--- src/rtl/instr_fetch.sv ---
// Instruction fetch unit: issues word addresses to instruction memory and hands the
// returned words, tagged with their PC, to decode through a 2-entry FIFO.
module instr_fetch #(
    parameter logic [31:0] RESET_PC = 32'd0,
    parameter int unsigned DEPTH    = 1024
) (
    input  logic        CLK,
    input  logic        Reset,
    input  logic        Enable,
    output logic [31:0] MemAddr,
    input  logic [31:0] MemQ,
    input  logic        BranchTaken,
    input  logic [31:0] BranchTarget,
    output logic        InstrValid,
    input  logic        InstrReady,
    output logic [31:0] Instr,
    output logic [31:0] InstrPC,
    output logic        Fault
);
    localparam logic [31:0] Limit = 32'(DEPTH);

    typedef enum logic [1:0] {StRun, StHalt, StFault} state_e;

    state_e      state_q, state_d;
    logic [31:0] pc_q, pc_d;
    logic        inf_q, inf_d;
    logic [31:0] inf_pc_q, inf_pc_d;
    logic [31:0] inf_word_q, inf_word_d;
    logic [1:0]  count_q, count_d;
    logic [31:0] head_word_q, head_word_d;
    logic [31:0] head_pc_q, head_pc_d;
    logic [31:0] tail_word_q, tail_word_d;
    logic [31:0] tail_pc_q, tail_pc_d;
    logic        fault_q, fault_d;

    logic       redirect, pop, push, want_issue, out_of_range, issue;
    logic [2:0] credit;

    always_comb begin
        redirect     = BranchTaken && (state_q != StFault);
        pop          = (count_q != 2'd0) && InstrReady;
        push         = inf_q && !redirect;
        credit       = {1'b0, count_q} - {2'b00, pop} + {2'b00, inf_q};
        want_issue   = (state_q == StRun) && Enable && !BranchTaken && (credit < 3'd2);
        out_of_range = pc_q >= Limit;
        issue        = want_issue && !out_of_range;

        state_d     = state_q;
        pc_d        = pc_q;
        inf_d       = issue;
        inf_pc_d    = inf_pc_q;
        inf_word_d  = inf_word_q;
        count_d     = count_q;
        head_word_d = head_word_q;
        head_pc_d   = head_pc_q;
        tail_word_d = tail_word_q;
        tail_pc_d   = tail_pc_q;
        fault_d     = fault_q;

        // MemAddr has been stable since the previous edge, so MemQ already holds
        // the word for pc_q; latch it now and enqueue it on the next edge.
        if (issue) begin
            inf_pc_d   = pc_q;
            inf_word_d = MemQ;
            pc_d       = pc_q + 32'd1;
        end

        if (redirect) begin
            pc_d    = BranchTarget;
            count_d = 2'd0;
        end else begin
            case ({push, pop})
                2'b10: begin
                    if (count_q == 2'd0) begin
                        head_word_d = inf_word_q;
                        head_pc_d   = inf_pc_q;
                    end else begin
                        tail_word_d = inf_word_q;
                        tail_pc_d   = inf_pc_q;
                    end
                    count_d = count_q + 2'd1;
                end
                2'b01: begin
                    head_word_d = tail_word_q;
                    head_pc_d   = tail_pc_q;
                    count_d     = count_q - 2'd1;
                end
                2'b11: begin
                    if (count_q == 2'd1) begin
                        head_word_d = inf_word_q;
                        head_pc_d   = inf_pc_q;
                    end else begin
                        head_word_d = tail_word_q;
                        head_pc_d   = tail_pc_q;
                        tail_word_d = inf_word_q;
                        tail_pc_d   = inf_pc_q;
                    end
                end
                default: ;
            endcase
        end

        case (state_q)
            StRun, StHalt: begin
                if (want_issue && out_of_range) begin
                    state_d = StFault;
                    fault_d = 1'b1;
                end else begin
                    state_d = Enable ? StRun : StHalt;
                end
            end
            StFault: ;
            default: state_d = StRun;
        endcase
    end

    always_ff @(posedge CLK) begin
        if (Reset) begin
            state_q     <= StRun;
            pc_q        <= RESET_PC;
            inf_q       <= 1'b0;
            inf_pc_q    <= 32'd0;
            inf_word_q  <= 32'd0;
            count_q     <= 2'd0;
            head_word_q <= 32'd0;
            head_pc_q   <= 32'd0;
            tail_word_q <= 32'd0;
            tail_pc_q   <= 32'd0;
            fault_q     <= 1'b0;
        end else begin
            state_q     <= state_d;
            pc_q        <= pc_d;
            inf_q       <= inf_d;
            inf_pc_q    <= inf_pc_d;
            inf_word_q  <= inf_word_d;
            count_q     <= count_d;
            head_word_q <= head_word_d;
            head_pc_q   <= head_pc_d;
            tail_word_q <= tail_word_d;
            tail_pc_q   <= tail_pc_d;
            fault_q     <= fault_d;
        end
    end

    assign MemAddr    = pc_q;
    assign InstrValid = count_q != 2'd0;
    assign Instr      = head_word_q;
    assign InstrPC    = head_pc_q;
    assign Fault      = fault_q;
endmodule
--- config.mk ---
export PLATFORM = sky130hd
export DESIGN_NAME = instr_fetch
export DESIGN_NICKNAME = d
export VERILOG_FILES = /design/src/rtl/instr_fetch.sv
export SDC_FILE = /design/constraint.sdc
export NUM_CORES = 1
export LEC_CHECK = 0
export CAP_MARGIN = 40
export CORE_MARGIN = 3
export CORE_UTILIZATION = 45
export DETAILED_ROUTE_END_ITERATION = 8
export GPL_TIMING_DRIVEN = 0
export PLACE_DENSITY = 0.79
export SLEW_MARGIN = 5
export SYNTH_ARGS = -nofsm -noshare
export SYNTH_HDL_FRONTEND = slang
export SYNTH_SLANG_ARGS = --single-unit
--- constraint.sdc ---
create_clock -name CLK -period 4 [get_ports CLK]
set_input_delay 0.8 -clock CLK [delete_from_list [all_inputs] [get_ports CLK]]
set_output_delay 0.8 -clock CLK [all_outputs]
set_load 0.05 [all_outputs]
# Yosys cells after proc, flatten, opt, wreduce, memory -nomap -nowiden
# Index checks and enable logic that the tools add are counted.
# word_totals
ff_bits	230
in_bits	69
output_inout_bits	98
# classes
addsub	5
magnitude_cmp	2
n_eq_ne	10
n_mux	18
bitwise	1
reduce_logical	23
# op_table
cell	count
$mux W32	10
$pmux W32 S3	2
$pmux W32 S2	2
$add A32 B1 Y32 const B	1
$ge A32 B11 Y1 const B	1
$logic_and A1 B1 Y1	8
$ne A2 B2 Y1 const B	4
$pmux W2 S2	2
$reduce_bool A2 Y1	4
$eq A2 B1 Y1 const B	3
$eq A2 B2 Y1 const B	3
$logic_not A2 Y1	2
$reduce_and A4 Y1	1
$reduce_or A2 Y1	2
$add A3 B1 Y3	1
$logic_not A1 Y1	3
$lt A3 B2 Y1 const B	1
$reduce_and A3 Y1	1
$reduce_bool A3 Y1	1
$sub A2 B1 Y3	1
$add A2 B1 Y2 const B	1
$mux W2	1
$reduce_and A2 Y1	1
$sub A2 B1 Y2 const B	1
2 further kinds	2

# Logic depth before layout (Yosys ltp)
# Gate-level depths: netlist of the first run.
# depth
ltp_word	9
mapped_depth	14
mapped_depth_nobuf	12

# Worst setup path after synthesis of the first run
# No wires, ideal clock.
# synth_timing
kind	input port to flip-flop
startpoint	input port InstrReady
endpoint	register pc_q[6] (netlist: MemAddr[6])
setup_time_ns	0.115
arrival_ns	2.762
required_time_ns	3.885
slack_ns	1.123
stages	10
path_cell_list	nand2b_1 nor2_1 o21ai_0 fa_1 nor2b_1 and3_1 and3_1 buf_4 mux2_2 o21a_1
# synth_via
elab_chain_cells	7
# synth_rtl
item	line	rtl
start, declared	15	input logic InstrReady,
$logic_and A1 B1 Y1	41	pop = (count_q != 2'd0) && InstrReady;
$sub A2 B1 Y3	43	credit = {1'b0, count_q} - {2'b00, pop} + {2'b00, inf_q};
$add A3 B1 Y3	43	
$lt A3 B2 Y1	44	want_issue = (state_q == StRun) && Enable && !BranchTaken && (credit < 3'd2);
$logic_and A1 B1 Y1	44	
$logic_and A1 B1 Y1	46	issue = want_issue && !out_of_range;
$reduce_bool A2 Y1 (no source line)	n/a	
end signal, assigned	132	pc_q <= pc_d;
end, declared	25	logic [31:0] pc_q, pc_d;
# No other way between the ends.
# A chain may end at the register's enable or synchronous reset.

# Worst setup path in the final report of the first run
# layout_timing
startpoint	input port BranchTaken
endpoint	register head_pc_q[4] (netlist: InstrPC[4])
# layout_via
elab_chain_cells	6
elab_cells_between_ends	11
# layout_rtl
item	line	rtl
start, declared	12	input logic BranchTaken,
$logic_and A1 B1 Y1 (*)	40	redirect = BranchTaken && (state_q != StFault);
$logic_not A1 Y1	42	push = inf_q && !redirect;
$logic_and A1 B1 Y1	42	
$eq A2 B2 Y1 / $eq A2 B1 Y1 (equally long branches)	72	case ({push, pop})
$ne A2 B2 Y1 (no source line) / $reduce_bool A3 Y1 (equally long branches)	n/a	
$reduce_and A3 Y1 (no source line)	n/a	
end signal, assigned	138	head_pc_q <= head_pc_d;
end, declared	31	logic [31:0] head_pc_q, head_pc_d;
# Every way passes the cells marked *; elsewhere a longest branch is shown, timed or not.

==> metrics, run 1 <==
status completed; CTS tree done; gr usage total 23.4%; CP required 4370 ps; WL final 25400 um; Main synth FF type dfxtp_1; DRC Markers 0; Slew Limit Headroom 50.3%; sequential share of the synthesized area 53.2%; Gate power share 7.9%; Slowest-stage cell, CP buf_1; Ports 167; highest fanout seen on the critical path 10; DIE AREA 20900 um^2; switch share 23.7%; core area 18800 um^2; first-pass GRT wire length 39500 um; Sequential Power Share 47.3%; CTS H-tree depth 1; met2 wire length 11900 um; Clock Power Share 44.8%; number of port buffers 166; post-cts resize count 0; WL/cell 17.3 um; CP delay by family, top buffers and inverters; antenna-violating nets left 0; IR drop worst, VDD 0.299 mV; pin slew with the least headroom to its limit 745 ps; largest net degree at the start of global routing 15; Metal-1 WL 11000 um; power per cell area 437 nW/um^2; Final GP Congestion 0.844; Initial Util 46.1%; CTS Sinks 230; endpoints failing setup 0; # diodes 0; Final TNS setup 0 ps; Die Y 145 um; period utilisation layout 86.5%; crit path cell chain clkdlybuf4s50_1 > nand2_1 > buf_2 > buf_1 > nand2_1 > ha_1 > o21a_1 > buf_2 > buf_2 > a221oi_1 > nor3_1; Synth Warn # 0; DR iter-0 viols 596; final hold vios 0; nets@finish 1294; Clock Latency Late Sink 510 ps; Vias per Instance 5.54; synth unique cells 44; most common cell after layout, fill and taps aside nand2_1; Layout area overhead 31.8%; final slew viol count 0; Std-Cell Rows 50; Pleak 4.09 nW; worst clock skew 11.1 ps; Setup Fix Bufs, Post-CTS 0; antenna violations before repair 0; gr ovfl total 0; CTS buffer count 24; syn_area_per_cell 8.43 um^2; vias in the first global route 7672; #FFs+latches synth 230; CP max stage delay 600 ps; critical path arrival 3830 ps; Worst Setup Start Kind input pin; drt pass-1 iters 6; NetSw 1.18 mW; critical path type in2reg; post-DP HPWL 17500 um; Post-CTS Hold Buffers 0; crit path time final 3460 ps; ys async rst share 0%; post-synth net total 1102; max-cap violation count 0; routed vias 8131; Max Freq 289 MHz; post-layout util 60.8%; RSZ-0062 raised after global routing false; layout cells sized above 1 7.53%; Int Pwr 3.81 mW; Gate Count Post-Synth 1026; Post-synth EDFFs 0; most used cell, CP buf_2; worst path bufs/invs 5; mapped cell area 8650 um^2; worst hold path class reg2reg; Max Used Layer met4; Horiz. Die Dim 145 um; wire length on met3 1960 um; most frequent cells in the layout nand2_1 (258), dfxtp_1 (230), clkdlybuf4s50_1 (166); CP Capture Type flip-flop; Root Buffer clkbuf_16; clk buf depth 3; Clock Pin Slew Worst Setup and Hold Paths 60 ps
synth_stat cells (all sizes together), types with 2 or more instances:
library cell | n | area share (%)
o21a | 4 | 0.35
buf | 40 | 2.4
mux2 | 2 | 0.26
a221oi | 64 | 6.5
nand2b | 5 | 0.36
nor4 | 6 | 0.87
a21oi | 131 | 7.6
o21bai | 3 | 0.26
nand2 | 258 | 11
clkbuf | 43 | 1.9
inv | 11 | 0.48
a311o | 2 | 0.23
a31o | 2 | 0.20
nor2 | 78 | 3.4
nand3 | 4 | 0.29
mux2i | 2 | 0.23
nor3 | 73 | 4.4
nand4 | 2 | 0.14
xor2 | 2 | 0.20
and2 | 27 | 2.0
ha | 6 | 0.87
a311oi | 5 | 0.58
and4 | 2 | 0.20
a31oi | 2 | 0.14
a211oi | 3 | 0.26
o21ai | 4 | 0.27
and3 | 9 | 0.65
dfxtp | 230 | 53
power groups by stage:
stage	clock (mW)	sequential (mW)	combinational (mW)
global route	2.35	2.36	0.419
floorplan	0	2.49	0.121
finish	2.24	2.36	0.395
CTS	2.26	2.36	0.394
detailed placement	0	2.41	0.391
global placement	0	2.41	0.389
final timing paths:
check / from / slack (ps) / to / cells past startpoint
max reg2reg: count_q[0]$_SDFFE_PP0P_ / 590 / inf_pc_q[18]$_SDFFE_PP0P_ / 12
min: tail_word_q[8]$_SDFFE_PP0P_ / 450 / tail_word_q[8]$_SDFFE_PP0P_ / 2
max: BranchTaken / 540 / InstrPC[4]$_SDFFE_PP0P_ / 11
min reg2reg: tail_word_q[8]$_SDFFE_PP0P_ / 450 / tail_word_q[8]$_SDFFE_PP0P_ / 2
area by class of cell:
type                       count  area [um^2]
inverter                      11         41.3
multi-input combinational    702         3640
sequential                   230         4600
timing repair buffer         166         1660
clock buffer                  33          686
tap                          234          293
fill                        1637         7370
buffer                        83          369
clock inverter                10          111
cells by family after synthesis:
family	Yosys count	share of synthesized area, %
AND/OR/NAND/NOR	466	23.6
flip-flops	230	53.2
AO/OA/AOI/OAI	222	16.5
buffers and inverters	94	4.74
adder cells (fa/ha/maj)	7	1.10
multiplexers	4	0.492
XOR/XNOR	3	0.304
per-layer routing:
metal  GRT usage, %  vias to the layer above
li1               -                     3909
met1           31.4                     3860
met2           38.2                      313
met3           5.19                       49
met4           6.87                        0
met5              0                        -
tightest hold or removal path, stage by stage, from the launching register on:
cell,delay (ps)
dfxtp_1,310
nand2_1,50
a21oi_1,50
through the flow:
stage	cell area [um^2]	setup WS [ps]	power (mW)	hold WS, ps	cells
2_1_floorplan	8650	1120	2.61	422	1026
5_1_grt	11400	302	5.13	467	1469
6_report	11400	541	4.99	454	1469
3_3_place_gp	10600	121	2.79	441	1426
3_5_place_dp	10600	101	2.80	447	1426
4_1_cts	11400	608	5.01	455	1469
sequential cells by signal (all words and copies together) (netlist names):
name and count:
InstrPC 32, count_q 2, tail_pc_q 32, state_q 2, MemAddr 32, inf_word_q 32, inf_pc_q 32, Instr 32
inf_q 1, Fault 1, tail_word_q 32
Note: power is estimated with default switching activity, not from simulation.
==> run 2, diff against run 1 <==
--- a/config.mk
+++ b/config.mk
@@ -7,10 +7,11 @@
 export LEC_CHECK = 0
 export CAP_MARGIN = 40
 export CORE_MARGIN = 3
-export CORE_UTILIZATION = 45
+export CORE_UTILIZATION = 40
+export CTS_BUF_LIST = sky130_fd_sc_hd__clkbuf_4 sky130_fd_sc_hd__clkbuf_8
 export DETAILED_ROUTE_END_ITERATION = 8
 export GPL_TIMING_DRIVEN = 0
-export PLACE_DENSITY = 0.79
+export PLACE_DENSITY = 0.72
 export SLEW_MARGIN = 5
 export SYNTH_ARGS = -nofsm -noshare
 export SYNTH_HDL_FRONTEND = slang
==> run 2 against run 1 <==
Compared with the run above:
- clock power shrank 6%
- sequential share of layout area decreased by 0.080 points
- combinational power barely moved
- maximum frequency up 2.0%
- routed wire length rose by 2.2%
- flip-flop and latch count is the same
- die area is 12% higher
- largest power group unchanged
- largest cell class unchanged
- utilization fell by 6.7 points
- clock skew increased by 3.5 ps
- final area rose by 0.20%
==> metrics, run 2 (synthesis results as in run 1) <==
status completed (unchanged); Slew Limit Headroom 49.2% (was 50.3%); worst reg-to-reg setup slack 650 ps (was 590 ps); gr ovfl total 0 (unchanged); Hold Crit Depth 1 (was 2); post-layout util 54.0% (was 60.8%); Reg-to-Reg End inf_pc_q[20]$_SDFFE_PP0P_ (was inf_pc_q[18]$_SDFFE_PP0P_); number of port buffers 166 (unchanged); Setup Fix Bufs, Post-CTS 0 (unchanged); hold_sp state_q[1]$_SDFFE_PP0N_ (was tail_word_q[8]$_SDFFE_PP0P_); Std-Cell Rows 53 (was 50); critical path arrival 3830 ps (about the same); worst hold path class reg2reg (unchanged); Post-CTS Hold Buffers 0 (unchanged); Final GP Congestion 0.817 (was 0.844); worst r2r src count_q[0]$_SDFFE_PP0P_ (unchanged); post-DP HPWL 17900 um (was 17500 um); Worst Setup Start Kind input pin (unchanged); worst clock skew 14.6 ps (was 11.1 ps); Clock Latency Late Sink 530 ps (was 510 ps); Root Buffer clkbuf_8 (was clkbuf_16); WL/cell 16.9 um (was 17.3 um); max-cap violation count 0 (unchanged); highest fanout seen on the critical path 10 (unchanged); post-cts resize count 0 (unchanged); CTS H-tree depth 2 (was 1); vias in the first global route 7775 (was 7672); period utilisation layout 84.8% (was 86.5%); placed cell count 1467 (was 1426); Finished Layout Cells 1532 (was 1469); placed cell area 10700 um^2 (was 10600 um^2); Ports 167 (unchanged); DIE AREA 23400 um^2 (was 20900 um^2); clk buf depth 3 (unchanged); routed vias 8143 (was 8131); WL final 26000 um (was 25400 um); layout cells sized above 1 9.47% (was 7.53%); Pleak 4.11 nW (was 4.09 nW); CP required 4430 ps (was 4370 ps); antenna-violating nets left 0 (unchanged); Initial Util 40.9% (was 46.1%); pin slew with the least headroom to its limit 762 ps (was 745 ps); Vias per Instance 5.32 (was 5.54); Die Y 153 um (was 145 um); CP Capture Type flip-flop (unchanged); hold endpoint state_q[0]$_SDFFE_PP0N_ (was tail_word_q[8]$_SDFFE_PP0P_); largest net degree at the start of global routing 11 (was 15); Layout area overhead 32.1% (was 31.8%); Final TNS setup 0 ps (unchanged); critical path type in2reg (unchanged); gr usage total 21.3% (was 23.4%); Layout fillers 1997 (was 1637); worst-case reg-to-reg path depth 12 (unchanged); Max Freq 295 MHz (was 289 MHz); hold_ws 443 ps (was 454 ps); IR drop worst, VDD 0.260 mV (was 0.299 mV); endpoints failing setup 0 (unchanged); CTS buffer count 39 (was 24); RSZ-0062 raised after global routing false (unchanged); DR iter-0 viols 541 (was 596); antenna violations before repair 1 (was 0); crit path time final 3390 ps (was 3460 ps); Clock Pin Slew Worst Setup and Hold Paths 60 ps (about the same); most frequent cells in the layout nand2_1 (258), dfxtp_1 (230), clkdlybuf4s50_1 (166) (unchanged); drt pass-1 iters 5 (was 6); Horiz. Die Dim 153 um (was 145 um); power per cell area 425 nW/um^2 (was 437 nW/um^2); CTS Sinks 230 (unchanged); DRC Markers 0 (unchanged); CTS tree done (unchanged); final hold vios 0 (unchanged); nets@finish 1309 (was 1294); design area 11400 um^2 (about the same); final slew viol count 0 (unchanged); core area 21200 um^2 (was 18800 um^2); most common cell after layout, fill and taps aside nand2_1 (unchanged); first-pass GRT wire length 41100 um (was 39500 um)
-- run 2: cell types whose count changed in the layout (fill, tap and decap cells not counted) --
cell	previous run	this run
clkinvlp_4	2	1
inv_8	1	0
clkbuf_1	48	43
clkbuf_4	0	13
clkbuf_16	25	0
diode_2	0	1
clkbuf_8	3	44
bufinv_16	2	1
-- run 2: routing by layer --
layer / global-route usage (%) / part of all wire, % / wire (um) / up-vias
met5: 0 / 0 / 0 / -
li1: - / - / - / 3929
met2: 34.6 / 47 / 12200 / 298
met4: 5.35 / 1.6 / 410 / 0
met1: 28.4 / 44 / 11300 / 3884
met3: 5.61 / 7.7 / 2000 / 32
-- run 2: critical path, cell delays in order --
cell and delay [ps]:
clkdlybuf4s50_1 520, nand2_1 100, buf_2 200, buf_1 360, nand2_1 210, inv_1 60, ha_1 180, nand2b_1 80
o21ai_1 100, nor2_2 510, clkbuf_1 440, nor2_1 90, nor3_1 160
-- run 2: final cells by class --
cell class / count / area (um^2) / area share (%)
Timing Repair Buffer: 166 / 1660 / 14.5
Sequential cell: 230 / 4600 / 40.3
Tap cell: 275 / 344 / 3.01
Multi-Input combinational cell: 702 / 3640 / 31.8
Clock buffer: 57 / 703 / 6.15
Clock inverter: 7 / 62.6 / 0.548
Buffer: 83 / 369 / 3.23
Antenna cell: 1 / 2.50 / 0.0219
Inverter: 11 / 41.3 / 0.361
-- run 2: power by group --
group / internal [mW] / total, mW / leakage (nW) / switching, mW
sequential: 2.32 / 2.36 / 1.86 / 0.0346
clock: 1.19 / 2.10 / 0.410 / 0.919
combinational: 0.153 / 0.394 / 1.84 / 0.241
-- run 2: metrics by stage --
stage	setup slack (ps)	power [mW]
after global placement	136	2.80
after CTS	653	4.89
final	609	4.86
after global routing	383	5.02
after detailed placement	117	2.80
after floorplan	1120	2.61
-- run 2: how the worst max path moves through the flow --
stage               cells after the start                         to  slack [ps]               startpoint
global route                           13     Instr[16]$_SDFFE_PP0P_         380              BranchTaken
global placement                       11   InstrPC[13]$_SDFFE_PP0P_         140              BranchTaken
detailed placement                     13  tail_pc_q[6]$_SDFFE_PP0P_         120              BranchTaken
finish                                 13     Instr[17]$_SDFFE_PP0P_         610              BranchTaken
floorplan                              10    MemAddr[6]$_SDFFE_PP0P_        1120               InstrReady
CTS                                    12  inf_pc_q[20]$_SDFFE_PP0P_         650  count_q[1]$_SDFFE_PP0P_
==> RTL change 1, RTL diff (flow settings as in run 1) <==
Make the reset (`Reset`) asynchronous in one clocked block.
--- a/src/rtl/instr_fetch.sv
+++ b/src/rtl/instr_fetch.sv
@@ -114,7 +114,7 @@
         endcase
     end
 
-    always_ff @(posedge CLK) begin
+    always_ff @(posedge CLK or posedge Reset) begin
         if (Reset) begin
             state_q     <= StRun;
             pc_q        <= RESET_PC;
Formal check against the unedited RTL: differs if Reset is asserted again (counterexample within 4 cycles, from zero or initial values and one cycle with Reset high); with Reset held inactive, the same outputs for 4 cycles.
==> RTL change 1 against run 1 <==
  * Final cell count shrank 5.0%
  * Clock skew shrank 1.6 ps
  * Cell area grew 7.2%
  * Sequential cell count is the same
  * Largest cell class unchanged
  * Area after synthesis grew 7.9%
  * Wire length shrank 12%
  * Synthesized cell count shrank 11%
  * Setup slack lost 42 ps
Power is not compared: it rests on default switching activity, and its combinational part moved more than twofold at a synthesized area within 25%.
==> RTL change 1: results (changes against run 1) <==
[sta]
fin_hold_ws_ps = 454.3  ; +0.3530 ps
skew_ps = 9.465  ; -1.620 ps
slew_headroom_pct = 44.69  ; -5.6 points

[run_status]
status = completed

[yosys]
async_reset_ff_share_pct = 100.0  ; +100 points
syn-num-nets = 986  ; -11%
synthCells = 912  ; -11%
synth_mux_area_share_pct = 8.042  ; +7.6 points
synth_commonest_cells = nand2_1, dfrtp_1, nor2_1
synth-seq-area-share_pct = 61.65  ; +8.4 points
synth-compound-area-share_pct = 6.487  ; -10 points
synth_xor_area_share_pct = 0.2815  ; -0.022 points
yosys-top-cells-area = dfrtp_1, nand2_1, mux2_2, a31oi_1, nor2_1
synth_fa_ha_area_share_pct = 0.7506  ; -0.35 points
synth.distinct_cells = 40  ; -9.1%

[drt]
wl_per_cell_um = 16.05  ; -7.2%
first_pass_iters = 5  ; -1
drt_iter0_drc = 407  ; -32%
num_vias = 7119  ; -12%

[layout]
drive_gt1_share_pct = 11.90  ; +4.4 points
nNetsFinal = 1185  ; -8.4%

[grt]
grt_pass1_wl_um = 36660  ; -7.3%
grt_pass1_vias = 7229  ; -5.8%
grt_max_degree = 39  ; +24
track_usage_pct = 20.03  ; -3.4 points

[placement]
dpl-instance-area_um2 = 11490  ; +8.3%
hpwl_um = 15620  ; -11%
place_congestion = 0.7954  ; -5.8%

[worst_setup_path]
worstReg2RegEnd = inf_pc_q[22]
critPathTopFamily = simple AND/OR/NAND/NOR gates
r2r_setup_slack_ps = 500  ; -90 ps
r2r_cells = 13  ; +1
worstReg2RegStart = count_q[1]
slowest_stage = dfrtp_1
cpPeakStageDelay_ps = 430  ; -170 ps
crit_path_start_kind = register
arrival_ps = 3880  ; +50 ps

[hold_path]
hold_depth = 1  ; -1
whs_endpoint = state_q[0]
hp-start = state_q[1]

[cts]
cts_buffer_depth = 3  ; unchanged

[pwr]
pg_comb_mw = 3.62

RTL change 1: cell count changes in the layout (fill, tap and decap cells not counted), moves of 18 or more:
cell,before,now
a221oi_1,64,0
nor3_1,72,8
a31oi_1,2,67
a21oi_1,131,5
mux2_2,2,64
buf_2,37,19
dfxtp_1,230,0
nand2_1,258,318
dfrtp_1,0,230
RTL change 1: layer usage:
metal  share of wire (%)  vias up  global-route usage (%)
li1                    -     3414                       -
met1                  44     3490                   27.64
met2                  49      176                   33.21
met3                 4.7       39                   3.150
met4                 2.0        0                   5.398
met5                   0        -                       0
RTL change 1: cell type report:
cell class	count	area, um2
sequential	230	5756
fill	1714	8079
tap	270	337.8
clock inverter	5	27.53
inverter	9	37.54
multi-input combinational	617	3312
timing repair buffer	173	1809
buffer	56	234.0
clock buffer	36	706.9
RTL change 1: stage by stage:
stage,setup slack (ps),power (mW)
floorplan,192.0,5.458
global placement,-1444,6.728
detailed placement,28.66,6.808
CTS,483.3,8.907
global route,234.3,9.234
finish,498.8,8.816
==> RTL change 2, RTL diff (settings of run 1) <==
Made on the original files. Set the parameter `DEPTH` to 512 (it was 1024).
--- a/src/rtl/instr_fetch.sv
+++ b/src/rtl/instr_fetch.sv
@@ -2,7 +2,7 @@
 // returned words, tagged with their PC, to decode through a 2-entry FIFO.
 module instr_fetch #(
     parameter logic [31:0] RESET_PC = 32'd0,
-    parameter int unsigned DEPTH    = 1024
+    parameter int unsigned DEPTH    = 512
 ) (
     input  logic        CLK,
     input  logic        Reset,
Check against the original RTL: not equivalent (Yosys sat finds a counterexample within 4 cycles, from zero or initial values and one cycle with Reset high).
==> RTL change 2 against run 1 <==
  * Non-clock buffer count shrank 2
  * Clock skew shrank 0.78 ps
  * Sequential cell count is the same
  * Cell area shrank 0.23%
  * Die area shrank 0.99%
  * Area after synthesis shrank 1.0%
  * Total power grew 3.0%
  * Wire length shrank 6.0%
  * Fmax shrank 6.4%
  * Utilization grew 1.3 points
  * Setup slack lost 240 ps
  * Largest power group is now clock
==> RTL change 2: results (changes against run 1) <==
[run_status]
status = completed

[worst_setup_path]
worstReg2RegStart = count_q[1]
arrival_ps = 4090  ; +260 ps
cpPeakStageDelay_ps = 560  ; -40 ps
slowest_stage = nor3_4

[yosys]
synth_xor_area_share_pct = 0.5115  ; +0.21 points
yosys-top-cells-area = dfxtp_1, nand2_1, a21oi_1, a221oi_1, nor3_1
synth_mux_area_share_pct = 0.9206  ; +0.43 points
synth-seq-area-share_pct = 53.78  ; +0.55 points
synth-compound-area-share_pct = 16.76  ; +0.22 points
synth_commonest_cells = nand2_1, dfxtp_1, a21oi_1
synth_fa_ha_area_share_pct = 1.111  ; +0.011 points
syn-num-nets = 1088  ; -1.3%

[drt]
num_vias = 7956  ; -2.2%
wl_per_cell_um = 16.47  ; -4.8%
drt-met1-wl_um = 10240  ; -6.5%
drt_iter0_drc = 603  ; +1.2%

[pwr]
p_int_mw = 3.983  ; +4.7%
power_frac_seq_pct = 45.8  ; -1.5 points

[grt]
grt_use_met3_pct = 3.594  ; -1.6 points
grt_pass1_vias = 7505  ; -2.2%
grt_pass1_wl_um = 38020  ; -3.8%
met1_usage_pct = 30.03  ; -1.4 points

[sta]
slew_headroom_pct = 51.25  ; +0.93 points

[placement]
dpl-instance-area_um2 = 10500  ; -0.99%
place_congestion = 0.8702  ; +3.1%
hpwl_um = 16560  ; -5.3%

[hold_path]
hp-start = Fault

==> RTL change 2: through the flow <==
stage | hold slack [ps] | setup TNS, ps | power, mW | instances | utilization (%)
6_report | 450.7 | 0 | 5.138 | 1450 | 62.06
5_1_grt | 471.5 | 0 | 5.285 | 1450 | 62.06
4_1_cts | 453.8 | 0 | 5.160 | 1450 | 62.02
3_5_place_dp | 445.2 | -27580 | 2.770 | 1406 | 57.28
3_3_place_gp | 432.6 | -25180 | 2.767 | 1406 | 57.28
2_1_floorplan | 422.4 | 0 | 2.601 | 1012 | -
==> RTL change 2: worst paths after layout <==
kind / to / slack [ps] / depth (start not counted)
min: Fault / 450 / 2
max: inf_pc_q[30] / 310 / 13
max reg2reg: inf_pc_q[30] / 310 / 13
min reg2reg: Fault / 450 / 2
==> RTL change 2: final cells by class <==
cell class	instances	area, um2
fill	1583	6955
sequential	230	4604
multi-input combinational	690	3598
timing repair buffer	165	1652
clock buffer	31	678.2
buffer	82	329.1
tap	229	286.5
clock inverter	13	190.2
inverter	10	37.54
